**src/rtl/demux2_stream_if.sv**
```systemverilog
// Stream bundle for demux2_stream: one upstream channel and two routed downstream channels.
// The slave modport is the demux's view; the master modport is the surrounding environment's view.
interface demux2_stream_if #(
  parameter int DATA_W = 8
);
  logic              s_valid;
  logic              s_ready;
  logic [DATA_W-1:0] s_data;
  logic              s_sel;
  logic              s_last;

  logic              m0_valid;
  logic              m0_ready;
  logic [DATA_W-1:0] m0_data;
  logic              m0_last;

  logic              m1_valid;
  logic              m1_ready;
  logic [DATA_W-1:0] m1_data;
  logic              m1_last;

  modport slave (
    input  s_valid, s_data, s_sel, s_last, m0_ready, m1_ready,
    output s_ready, m0_valid, m0_data, m0_last, m1_valid, m1_data, m1_last
  );

  modport master (
    output s_valid, s_data, s_sel, s_last, m0_ready, m1_ready,
    input  s_ready, m0_valid, m0_data, m0_last, m1_valid, m1_data, m1_last
  );
endinterface

```
**src/rtl/demux2_stream.sv**
```systemverilog
// Packet-aware 1-to-2 stream demux with one output register stage per destination.
// Optional per-output saturating beat counters are enabled by defining DEMUX2_STREAM_STATS_EN.
module demux2_stream #(
  parameter int DATA_W = 8
) (
  input  logic clk,
  input  logic rst_n,
  demux2_stream_if.slave bus
`ifdef DEMUX2_STREAM_STATS_EN
  ,
  output logic [15:0] cnt0,
  output logic [15:0] cnt1
`endif
);

  typedef enum logic {
    IDLE = 1'b0,
    BUSY = 1'b1
  } state_t;

  state_t            r_state;
  logic              r_sel;

  logic              r_m0_valid;
  logic [DATA_W-1:0] r_m0_data;
  logic              r_m0_last;
  logic              r_m1_valid;
  logic [DATA_W-1:0] r_m1_data;
  logic              r_m1_last;

  logic              w_route;
  logic              w_ready;
  logic              w_accept;
  logic              w_load0;
  logic              w_load1;

  // The first beat of a packet routes on the live select; later beats use the locked one.
  assign w_route  = (r_state == BUSY) ? r_sel : bus.s_sel;
  assign w_ready  = rst_n & (w_route ? (~r_m1_valid | bus.m1_ready)
                                     : (~r_m0_valid | bus.m0_ready));
  assign w_accept = bus.s_valid & w_ready;
  assign w_load0  = w_accept & ~w_route;
  assign w_load1  = w_accept &  w_route;

  assign bus.s_ready  = w_ready;
  assign bus.m0_valid = r_m0_valid;
  assign bus.m0_data  = r_m0_data;
  assign bus.m0_last  = r_m0_last;
  assign bus.m1_valid = r_m1_valid;
  assign bus.m1_data  = r_m1_data;
  assign bus.m1_last  = r_m1_last;

  always_ff @(posedge clk or negedge rst_n) begin
    if (!rst_n) begin
      r_state <= IDLE;
      r_sel   <= 1'b0;
    end else begin
      case (r_state)
        IDLE: begin
          if (w_accept && !bus.s_last) begin
            r_state <= BUSY;
            r_sel   <= bus.s_sel;
          end
        end
        BUSY: begin
          if (w_accept && bus.s_last) begin
            r_state <= IDLE;
          end
        end
        default: r_state <= IDLE;
      endcase
    end
  end

  // A load wins over a drain, so a stage can accept every cycle while its sink is ready.
  always_ff @(posedge clk or negedge rst_n) begin
    if (!rst_n) begin
      r_m0_valid <= 1'b0;
      r_m0_data  <= '0;
      r_m0_last  <= 1'b0;
    end else if (w_load0) begin
      r_m0_valid <= 1'b1;
      r_m0_data  <= bus.s_data;
      r_m0_last  <= bus.s_last;
    end else if (r_m0_valid && bus.m0_ready) begin
      r_m0_valid <= 1'b0;
    end
  end

  always_ff @(posedge clk or negedge rst_n) begin
    if (!rst_n) begin
      r_m1_valid <= 1'b0;
      r_m1_data  <= '0;
      r_m1_last  <= 1'b0;
    end else if (w_load1) begin
      r_m1_valid <= 1'b1;
      r_m1_data  <= bus.s_data;
      r_m1_last  <= bus.s_last;
    end else if (r_m1_valid && bus.m1_ready) begin
      r_m1_valid <= 1'b0;
    end
  end

`ifdef DEMUX2_STREAM_STATS_EN
  logic [15:0] r_cnt0;
  logic [15:0] r_cnt1;

  always_ff @(posedge clk or negedge rst_n) begin
    if (!rst_n) begin
      r_cnt0 <= 16'h0000;
      r_cnt1 <= 16'h0000;
    end else begin
      if (w_load0 && (r_cnt0 != 16'hFFFF)) begin
        r_cnt0 <= r_cnt0 + 16'h0001;
      end
      if (w_load1 && (r_cnt1 != 16'hFFFF)) begin
        r_cnt1 <= r_cnt1 + 16'h0001;
      end
    end
  end

  assign cnt0 = r_cnt0;
  assign cnt1 = r_cnt1;
`endif

endmodule

```
**src/flat_wrapper.sv**
```systemverilog
// flat-port wrapper written by rule: the top's interface ports become plain ports
module demux2_stream_flat 
#(
  parameter int DATA_W = 8
)
  (clk, rst_n, bus_s_valid, bus_s_data, bus_s_sel, bus_s_last, bus_m0_ready, bus_m1_ready, bus_s_ready, bus_m0_valid, bus_m0_data, bus_m0_last, bus_m1_valid, bus_m1_data, bus_m1_last);
  demux2_stream_if #(.DATA_W(DATA_W)) bus_i ();
  input  logic clk;
  input  logic rst_n;
  input wire logic [$bits(bus_i.s_valid)-1:0] bus_s_valid;
  input wire logic [$bits(bus_i.s_data)-1:0] bus_s_data;
  input wire logic [$bits(bus_i.s_sel)-1:0] bus_s_sel;
  input wire logic [$bits(bus_i.s_last)-1:0] bus_s_last;
  input wire logic [$bits(bus_i.m0_ready)-1:0] bus_m0_ready;
  input wire logic [$bits(bus_i.m1_ready)-1:0] bus_m1_ready;
  output wire logic [$bits(bus_i.s_ready)-1:0] bus_s_ready;
  output wire logic [$bits(bus_i.m0_valid)-1:0] bus_m0_valid;
  output wire logic [$bits(bus_i.m0_data)-1:0] bus_m0_data;
  output wire logic [$bits(bus_i.m0_last)-1:0] bus_m0_last;
  output wire logic [$bits(bus_i.m1_valid)-1:0] bus_m1_valid;
  output wire logic [$bits(bus_i.m1_data)-1:0] bus_m1_data;
  output wire logic [$bits(bus_i.m1_last)-1:0] bus_m1_last;
  assign bus_i.s_valid = bus_s_valid;
  assign bus_i.s_data = bus_s_data;
  assign bus_i.s_sel = bus_s_sel;
  assign bus_i.s_last = bus_s_last;
  assign bus_i.m0_ready = bus_m0_ready;
  assign bus_i.m1_ready = bus_m1_ready;
  assign bus_s_ready = bus_i.s_ready;
  assign bus_m0_valid = bus_i.m0_valid;
  assign bus_m0_data = bus_i.m0_data;
  assign bus_m0_last = bus_i.m0_last;
  assign bus_m1_valid = bus_i.m1_valid;
  assign bus_m1_data = bus_i.m1_data;
  assign bus_m1_last = bus_i.m1_last;
  demux2_stream #(.DATA_W(DATA_W)) u_core (.clk(clk), .rst_n(rst_n), .bus(bus_i));
endmodule
```
**config.mk**
```make
export PLATFORM = sky130hd
export DESIGN_NAME = demux2_stream_flat
export DESIGN_NICKNAME = d
export VERILOG_FILES = /design/src/rtl/demux2_stream_if.sv /design/src/rtl/demux2_stream.sv /design/src/flat_wrapper.sv
export SDC_FILE = /design/constraint.sdc
export NUM_CORES = 1
export LEC_CHECK = 0
export ABC_AREA = 1
export BUFFER_PORTS_ARGS = -buffer_cell sky130_fd_sc_hd__buf_2
export CAP_MARGIN = 15
export CORE_ASPECT_RATIO = 0.8
export CORE_MARGIN = 2
export CORE_UTILIZATION = 47
export DETAILED_ROUTE_END_ITERATION = 6
export PLACE_DENSITY_LB_ADDON = 0.12
export SLEW_MARGIN = 15
export SYNTH_ARGS = -nofsm -noshare
export SYNTH_HDL_FRONTEND = slang
export SYNTH_SLANG_ARGS = --single-unit
```
**constraint.sdc**
```tcl
create_clock -name clk -period 1.35 [get_ports clk]
set_input_delay 0.2025 -clock clk [delete_from_list [all_inputs] [get_ports clk]]
set_output_delay 0.2025 -clock clk [all_outputs]
set_load 0.02 [all_outputs]
```
==> results of run 1 <==
==> routing by layer <==
layer	global-route usage [%]	routed length (um)	vias to the layer above
li1	-	-	462
met1	31.6	1200	464
met2	38.8	1360	48
met3	6.42	180	4
met4	5.00	35	0
met5	0	0	-
==> critical path: stages (launching register included) <==
cell     delay (ps)
dfrtp_1         410
inv_2            60
nand2_2          80
nand2_2          70
nand2_2          80
inv_2            50
nor2_4          120
buf_6           110
buf_6           110
==> through the flow <==
stage / setup slack (ps) / area, um2 / instances / utilization, %
3_3_place_gp: 7.98 / 1200 / 171 / 63.0
6_report: -252 / 1480 / 190 / 77.6
3_5_place_dp: -42.2 / 1200 / 171 / 63.0
5_1_grt: -306 / 1480 / 190 / 77.6
2_1_floorplan: 1.85 / 963 / 106 / -
4_1_cts: -183 / 1380 / 184 / 72.2
==> registers in the layout (all words and copies together), names as in the netlist, named ones only <==
register and cells:
u_core.r_sel 1, u_core.bus.m0_data 8, u_core.bus.m0_valid 1, u_core.bus.m1_data 8, u_core.bus.m1_last 1, u_core.bus.m0_last 1
u_core.bus.m1_valid 1
==> path summary, 6_finish.rpt <==
path | start | endpoint | slack (ps) | cells past startpoint
setup / recovery | flip-flop | bus_s_ready | -250 | 8
hold / removal | bus_m0_ready | u_core.bus.m0_valid | 60 | 2
setup reg to reg | flip-flop | u_core.bus.m1_last | -160 | 11
hold reg to reg | u_core.bus.m1_data[1] | u_core.bus.m1_data[1] | 480 | 2
max in group asynchronous | rst_n | u_core.bus.m0_data[3] | 680 | 3
min in group asynchronous | rst_n | u_core.bus.m0_data[4] | 460 | 3
==> power by group <==
part           switching (mW)  internal [mW]
logic                   0.624          0.423
registers               0.129          0.864
clock network           0.211          0.165
total                   0.963           1.45
==> cells by family (layout without fill, tap and decap cells) <==
family,count (synthesis),after routing
AOI/OAI and AO/OA,4,4
and+or+nand+nor,71,73
buffers and inverters,9,67
DFF,22,22
==> synthesized netlist by cell type <==
cell type,number
buf_4,1
inv_2,2
nor2_4,1
inv_1,4
o21ai_2,1
nand3_1,9
nor3_4,1
nand2_1,49
nor2_1,2
nand2_2,3
clkbuf_8,1
nor2_2,1
buf_6,1
o21ai_0,3
dfrtp_1,22
nand3b_2,1
nand4_1,2
nand3_2,2
==> cell type report <==
type,instances,area (um2)
clock buffers,4,36.3
fillers,131,428
inverters,6,22.5
multi-input cells,77,454
flip-flops and latches,22,552
well taps,24,30.0
repair buffers,57,387
==> repair_timing <==
action | CTS | global route
gates cloned | 1 | 1
setup endpoints to repair | 19 | 23
resized for setup | 15 | 17
hold buffers | 1 | 0
buffers inserted | 8 | 6
pin swaps | 6 | 9
hold endpoints to repair | 22 | 0
==> results.md, run 1 <==
* # setup viols final at 23
* Period minus WS final at 1600 ps
* Maximum vdd drop at approximately 0.0013 V
* Vias in the first global route at between 900 and 1k
* CP Launch Type: flip-flop
* Floorplan die width at 54.6 um
* Clock Pin Slew Worst Setup and Hold Paths at approximately 130 ps
* Synth Area in XOR/XNOR at 0%
* Diodes inserted at 0
* Yosys warns at 0
* Area contributors post-synth: dfrtp_1, nand2_1, nand3_1
* Synth cell types at 18
* Compound-Gate Fraction of Synth Area at 2.47%
* Post-route ant nets at 0
* Die area at 0.00243 mm2
* Critical Path RT at 1150 ps
* Simple-Gate Fraction of Synth Area at between 30% and 40%
* Inserted Clock Buffers at 3
* CTS H-tree lvls at 1
* Overall routed net length at about 2.8 mm
* Critical path class: flip-flop to output pin
* Slew margin rel. at between 80% and 90%
* Area of the core at 0.00191 mm2
* Mux cell area share after synthesis at 0%
* CTS tree: done
* DR WL/cell at around 15 um
* Largest net degree at the start of global routing at 15
* CTS max path bufs at 2
* WP data arrival at between 1000 and 1500 ps
* Initial antenna violation count at 0
* Post-synth top area cell: dfrtp_1
* Global Route Usage Sum at roughly a quarter
* Hold Path Class: input pin to flip-flop
* Syn Area/Cell at between 9 and 10 um2
* Mapped cell area at approximately 960 um2
* Critical Path Sink Type: output pin
* Routed via count at just under 1k
* Most frequent cells in the layout: nand2_1, buf_2, dfrtp_1
* Via density at between 5 and 6
* First-pass GRT wire length at roughly 4.1 mm
* Status: finished with violations
* Synth Area in Adders at 0%
* Hold Slack at ~59 ps
* Nets at ~180
* Remaining global-route overflow at 0
* # Max-Cap Violations at 0
* Largest family of logic cells by synthesized area: simple AND/OR/NAND/NOR gates
* Pwr per Cell Area at approximately 1600 mW/mm2
* Worst slew pin tran at 249 ps
* Synth top area share at 57.2%
* Slew Viols, Final at 0
* Fmax at 0.624 GHz
* FF+latch count, synth at 22
* DPL Wire Length at roughly 1.6 mm
* Design Power at about 2.4 mW
* Final hold vios at 0
* Initial drt markers at 31
* Commonest non-fill, non-tap cell in the layout: nand2_1
* Chip Height at 44.5 um
* Static leakage at 0.830 nW
* Setup TNS Final at -2860 ps
* Starting Density at between 50% and 60%
* RSZ-0062 raised after global routing: true
* Boundary Pins at 36
* CTS sink cnt at 22
* Worst-path maximum fanout at 2
* Root buffer cell: clkbuf_4
* Row Count at 14
* Mapped Nets at between 100 and 150
* Port Buf Inserts at 35
* Drt pass-1 iters at 4
* Layout area overhead at 54.0%
* Worst clock skew at 10.1 ps
* Remaining DRCs at 0
* GPL Wtd Cong at 0.741
* Fin crit share at 119%
* Failing checks: setup timing
* Skew-Pair Late Insertion Delay at 310 ps
* Seq/Total Area, Yosys at 57.2%
* Layout cell share with drive strength beyond 1 at 52.4%
* Post-synthesis cell count at approximately 110
* Final WS setup at -252 ps
Power figures use the tool's default switching activity.
==> run 2, diff against run 1 <==
ABC_AREA = not set   (was 1)
CORE_UTILIZATION = 46   (was 47)
==> results.md, run 2 <==
* Die area at approximately 0.0024 mm2
* Worst reg2reg setup slack at -240 ps
* Synth cell types at 16
* Mux cell area share after synthesis at a little over a quarter
* Synth Flop Type: dfrtp_1
* Area contributors post-synth: dfrtp_1, mux2_2, mux2_4
* Slew margin rel. at 34.4%
* Final WS setup at -333 ps
* Compound-Gate Fraction of Synth Area at approximately 3.1%
* CTS max path bufs at 2
* Worst clock skew at 1.07 ps
* Fmax at about 0.6 GHz
* Hold Path Class: input pin to flip-flop
* FF+latch count, synth at 22
* Cell area after layout at roughly 0.0013 mm2
* Most common cell in the synthesized netlist: dfrtp_1
* Mapped cell area at about 930 um2
* Diodes inserted at 0
* Largest net degree at the start of global routing at 23
* Final hold vios at 0
* WHS Path Cells at 2
* Remaining global-route overflow at 0
* Critical path's slowest cell: dfrtp_1
* Mapped Nets at 73
* Design Power at 2.79 mW
* Fin crit share at 125%
* DPL Wire Length at ~1.3 mm
* RSZ-0062 raised after global routing: true
* Layout cell share with drive strength beyond 1 at about 72%
* Floorplan die width at between 50 and 60 um
* Initial drt markers at 2
* # setup viols final at 21
* Flop pwr share at approximately 40%
* Slew Viols, Final at 0
* Synth Area in Adders at 0%
* Period minus WS final at 1680 ps
* Row Count at 14
* Critical path class: flip-flop to output pin
* WHS Endpoint: u_core.bus.m0_data[1]
* Port Buf Inserts at 35
* Worst-path maximum fanout at 2
* Clock Pin Slew Worst Setup and Hold Paths at ~110 ps
* Syn Area/Cell at ~16 um2
* FFs w/ async S/R, synth at 100%
* Critical path's largest stage delay at a little under 400 ps
* Post-synthesis cell count at a little under 60
* Clock power share at roughly 13%
* CP Launch Type: flip-flop
* Yosys warns at 0
* Crit-path cells: mux2i_2, buf_4, mux2i_1, and2_1, buf_6
* Vias in the first global route at approximately 660
* Internal Power at approximately 1.8 mW
* CTS sink cnt at 22
* FF+latch area at roughly 550 um2
* Chip Height at 44.2 um
* WP data arrival at between 1000 and 1500 ps
* Skew-Pair Late Insertion Delay at about 300 ps
* CTS H-tree lvls at 1
* Critical Path RT at 1150 ps
* Post-synth top area cell: dfrtp_1
* Switch share at between 30% and 40%
* Most frequent cells in the layout: buf_2, dfrtp_1, mux2_4
* Inserted Clock Buffers at 3
* CTS tree: done
* Starting Density at between 40% and 50%
* Static leakage at 0.681 nW
* Worst R2R End: u_core.bus.m0_data[5]
* DR WL/cell at 14.1 um
* Remaining DRCs at 0
* Drt pass-1 iters at 2
* Post-route ant nets at 0
* Boundary Pins at 36
* Maximum vdd drop at 0.00127 V
* # Max-Cap Violations at 0
* Footprint of the multi-input gates at between 400 and 500 um2
* Worst slew pin tran at between 900 and 1000 ps
* Routed via count at roughly 660
* Largest family of logic cells by synthesized area: multiplexers
* Synth cell count leaders: dfrtp_1, mux2_2, mux2_4
* Simple-Gate Fraction of Synth Area at between 7 and 8%
* Hold Crit Start: bus_s_data[1]
* R2R depth at 5
* Layout area overhead at 45.0%
* Global Route Usage Sum at about a fifth
* Layout filler cell count at 130
* Number of enable flip-flop cells after synthesis at 0
* Overall routed net length at about 1.9 mm
* Via density at ~4.9
* Seq/Total Area, Yosys at between 50% and 60%
* Area of the core at about 0.0019 mm2
* Status: finished with violations
* Critical Path Sink Type: output pin
* Synth top area share at 59.3%
* Logic pwr share at ~49%
* Commonest non-fill, non-tap cell in the layout: buf_2
* GPL Wtd Cong at 0.797
* Nets at 125
* Pwr per Cell Area at 2070 mW/mm2
* Failing checks: setup timing
* NetSw at 978 uW
* First-pass GRT wire length at approximately 3.2 mm
* Synth Area in XOR/XNOR at 0%
* Root buffer cell: clkbuf_4
* Placed inst area at ~0.0012 mm2
* Hold Slack at roughly 140 ps
* Initial antenna violation count at 0
[run 2: layout make-up]
cell class | count | share of cell area (%)
multi-input combinational | 34 | 31.1
clock buffer | 4 | 2.70
sequential | 22 | 40.9
tap | 24 | 2.23
timing repair buffer | 49 | 23.0
[run 2: power groups by stage]
stage | registers (mW) | logic [mW] | clock network, mW
2_1_floorplan | 1.42 | 0.481 | 0
3_3_place_gp | 1.09 | 1.23 | 0
3_5_place_dp | 1.10 | 1.25 | 0
4_1_cts | 1.09 | 1.38 | 0.362
5_1_grt | 1.12 | 1.44 | 0.392
6_report | 1.09 | 1.35 | 0.348
[run 2: cells by family after synthesis]
kind of cell	Yosys count
AND/OR/NAND/NOR	10
buffers and inverters	2
AO/OA/AOI/OAI	4
multiplexers	20
flip-flops	22
[run 2: timing repair]
action,in CTS,in global routing
gates cloned,1,0
pin swaps,1,2
hold buffers,1,0
setup endpoints to repair,20,43
buffers inserted,4,2
hold endpoints to repair,22,0
resized for setup,14,4
[run 2: worst max path at each step]
stage / from / end / slack (ps) / cells past startpoint
floorplan: flip-flop / u_core.bus.m0_data[0] / -190 / 4
global placement: flip-flop / u_core.bus.m0_last / -160 / 4
detailed placement: flip-flop / u_core.bus.m0_data[7] / -200 / 4
CTS: flip-flop / bus_s_ready / -390 / 5
global route: flip-flop / bus_s_ready / -410 / 5
finish: flip-flop / bus_s_ready / -330 / 5
[run 2: routing by layer]
metal	vias to the layer above	GRT usage [%]	share of wire (%)
met1	320	26.1	48
li1	312	-	-
met2	23	28.0	44
met5	-	0	0
met4	0	4.50	0.69
met3	2	6.76	7.3
[run 2: critical path, delay by kind of cell (launching register included)]
kind | cells | cell delay [ps]
buffers and inverters | 2 | 250
flip-flops | 1 | 390
multiplexers | 2 | 390
AND/OR/NAND/NOR | 1 | 150
[run 2: metrics by stage]
stage | cells | setup WS (ps) | util [%] | TNS [ps]
3_5_place_dp | 124 | -204 | 64.7 | -2470
3_3_place_gp | 124 | -156 | 64.7 | -1710
4_1_cts | 134 | -388 | 72.6 | -4910
6_report | 133 | -333 | 71.2 | -4530
2_1_floorplan | 58 | -193 | - | -2280
5_1_grt | 133 | -406 | 71.2 | -6160
==> run 3, diff against run 2 <==
ABC_AREA = 1   (was not set)
CORE_ASPECT_RATIO = 0.7   (was 0.8)
CORE_UTILIZATION = 47   (was 46)
==> results.md, run 3 (synthesized netlist as in run 1, its figures left out) <==
* Final WS setup at -195 ps
* Static leakage at between 0.8 and 0.9 nW
* # setup viols final at 19
* Root buffer cell: clkbuf_4
* Via density at roughly 5.2
* Nets at about 180
* Remaining global-route overflow at 0
* Top delay family on crit path: flip-flops
* Commonest non-fill, non-tap cell in the layout: nand2_1
* Crit-path cells: inv_2, nand2_2, nand2_2, nand2_2, inv_2, nor2_4, buf_6, buf_6
* CP Launch Type: flip-flop
* DR WL/cell at between 10 and 15 um
* Post-route ant nets at 0
* Layout cell share with drive strength beyond 1 at 47.5%
* Chip Height at ~42 um
* Critical path class: flip-flop to output pin
* Area of the core at between 0.0015 and 0.002 mm2
* Pre-CTS setup slack at -30.5 ps
* Most frequent cells in the layout: nand2_1, buf_2, dfrtp_1
* # Max-Cap Violations at 0
* Initial antenna violation count at 0
* Critical path depth at 8
* GR Util met2 at 32.3%
* Most used routing layer: met2
* Design Power at 2.33 mW
* Worst reg2reg setup slack at -70 ps
* Hold Slack at approximately 77 ps
* Port Buf Inserts at 35
* Fin util at between 70% and 80%
* CTS max path bufs at 2
* Maximum vdd drop at ~0.0012 V
* GPL Wtd Cong at ~0.8
* Met3 Usage GRT at 7.79%
* Critical Path RT at 1150 ps
* Met1 Use GR at around 29%
* Flop pwr share at between 40% and 50%
* DPL Wire Length at 1.63 mm
* Floorplan die width at about 58 um
* Largest net degree at the start of global routing at 16
* Clock Pin Slew Worst Setup and Hold Paths at 120 ps
* NetSw at ~930 uW
* WHS Path Cells at 2
* Internal Power at about 1.4 mW
* Boundary Pins at 36
* Most used cell, CP: nand2_2
* Layout area overhead at 47.7%
* Overall routed net length at 2.72 mm
* Global Route Usage Sum at about 21%
* CTS H-tree lvls at 1
* Inserted Clock Buffers at 3
* Fmax at between 0.6 and 0.7 GHz
* Clock power share at about 16%
* Remaining DRCs at 0
* Pwr per Cell Area at between 1500 and 2000 mW/mm2
* Hold Path Class: input pin to flip-flop
* Worst-path maximum fanout at 2
* Status: finished with violations
* Row Count at 13
* CTS sink cnt at 22
* Vias in the first global route at about 900
* Initial drt markers at 25
* Failing checks: setup timing
* Placed inst area at between 0.001 and 0.0015 mm2
* CTS tree: done
* Slew Viols, Final at 0
* Drt pass-1 iters at 4
* Die area at between 0.002 and 0.0025 mm2
* Cell area after layout at 0.00142 mm2
* Worst R2R End: u_core.bus.m0_data[5]
* Final hold vios at 0
* Starting Density at 51.0%
* Skew-Pair Late Insertion Delay at roughly 310 ps
* Routed via count at 953
* Worst clock skew at 4.18 ps
* R2R depth at 9
* Critical path's largest stage delay at 420 ps
* Critical path's slowest cell: dfrtp_1
* First-pass GRT wire length at 3.97 mm
* Period minus WS final at approximately 1500 ps
* Critical path capture point: bus_s_ready
* Fin crit share at 114%
* Slew margin rel. at roughly 84%
* Logic pwr share at a little over two fifths
* Critical Path Sink Type: output pin
* RSZ-0062 raised after global routing: true
* Worst slew pin tran at roughly 240 ps
* WP data arrival at 1340 ps
* Switch share at 39.7%
* Buf+Inv Stages, Crit Path at 4
* Diodes inserted at 0
==> run 3: how the worst min path moves through the flow <==
stage                      start                          to  slack (ps)
floorplan                  rst_n  asynchronous set/reset pin         -90
global placement           rst_n  asynchronous set/reset pin         180
detailed placement         rst_n  asynchronous set/reset pin         180
CTS                 bus_m1_ready         u_core.bus.m1_valid          80
global route        bus_m1_ready         u_core.bus.m1_valid          80
finish              bus_m1_ready         u_core.bus.m1_valid          80
==> run 3: per-layer routing <==
| metal | vias to the layer above | wire length (um) |
|---|---|---|
| met5 | - | 0 |
| met1 | 441 | 1170 |
| li1 | 453 | - |
| met4 | 0 | 38 |
| met3 | 7 | 273 |
| met2 | 52 | 1240 |
==> run 3: layout make-up <==
| type | instances | area, um2 |
|---|---|---|
| clock buffers | 4 | 36.3 |
| fillers | 139 | 465 |
| inverters | 6 | 22.5 |
| multi-input cells | 77 | 438 |
| flip-flops and latches | 22 | 552 |
| well taps | 22 | 27.5 |
| repair buffers | 53 | 345 |
==> run 3: through the flow <==
stage | setup TNS (ps) | std cells
4_1_cts | -226 | 180
6_report | -925 | 184
5_1_grt | -2360 | 184
3_5_place_dp | -77.4 | 168
3_3_place_gp | -18.4 | 168
2_1_floorplan | 0 | 106
==> run 3: power groups by stage <==
stage,logic [mW],registers (mW),clock network [mW]
2_1_floorplan,0.282,1.22,0
3_3_place_gp,0.825,0.973,0
3_5_place_dp,0.843,0.981,0
4_1_cts,0.904,0.969,0.376
5_1_grt,1.06,1.00,0.413
6_report,0.990,0.976,0.368
==> run 3: repair_timing <==
action,CTS,global route
pin swaps,3,5
gates cloned,0,2
endpoints found under the hold margin,22,0
hold buffers,1,0
buffers inserted,7,3
endpoints found under the setup margin,17,23
resized for setup,9,12
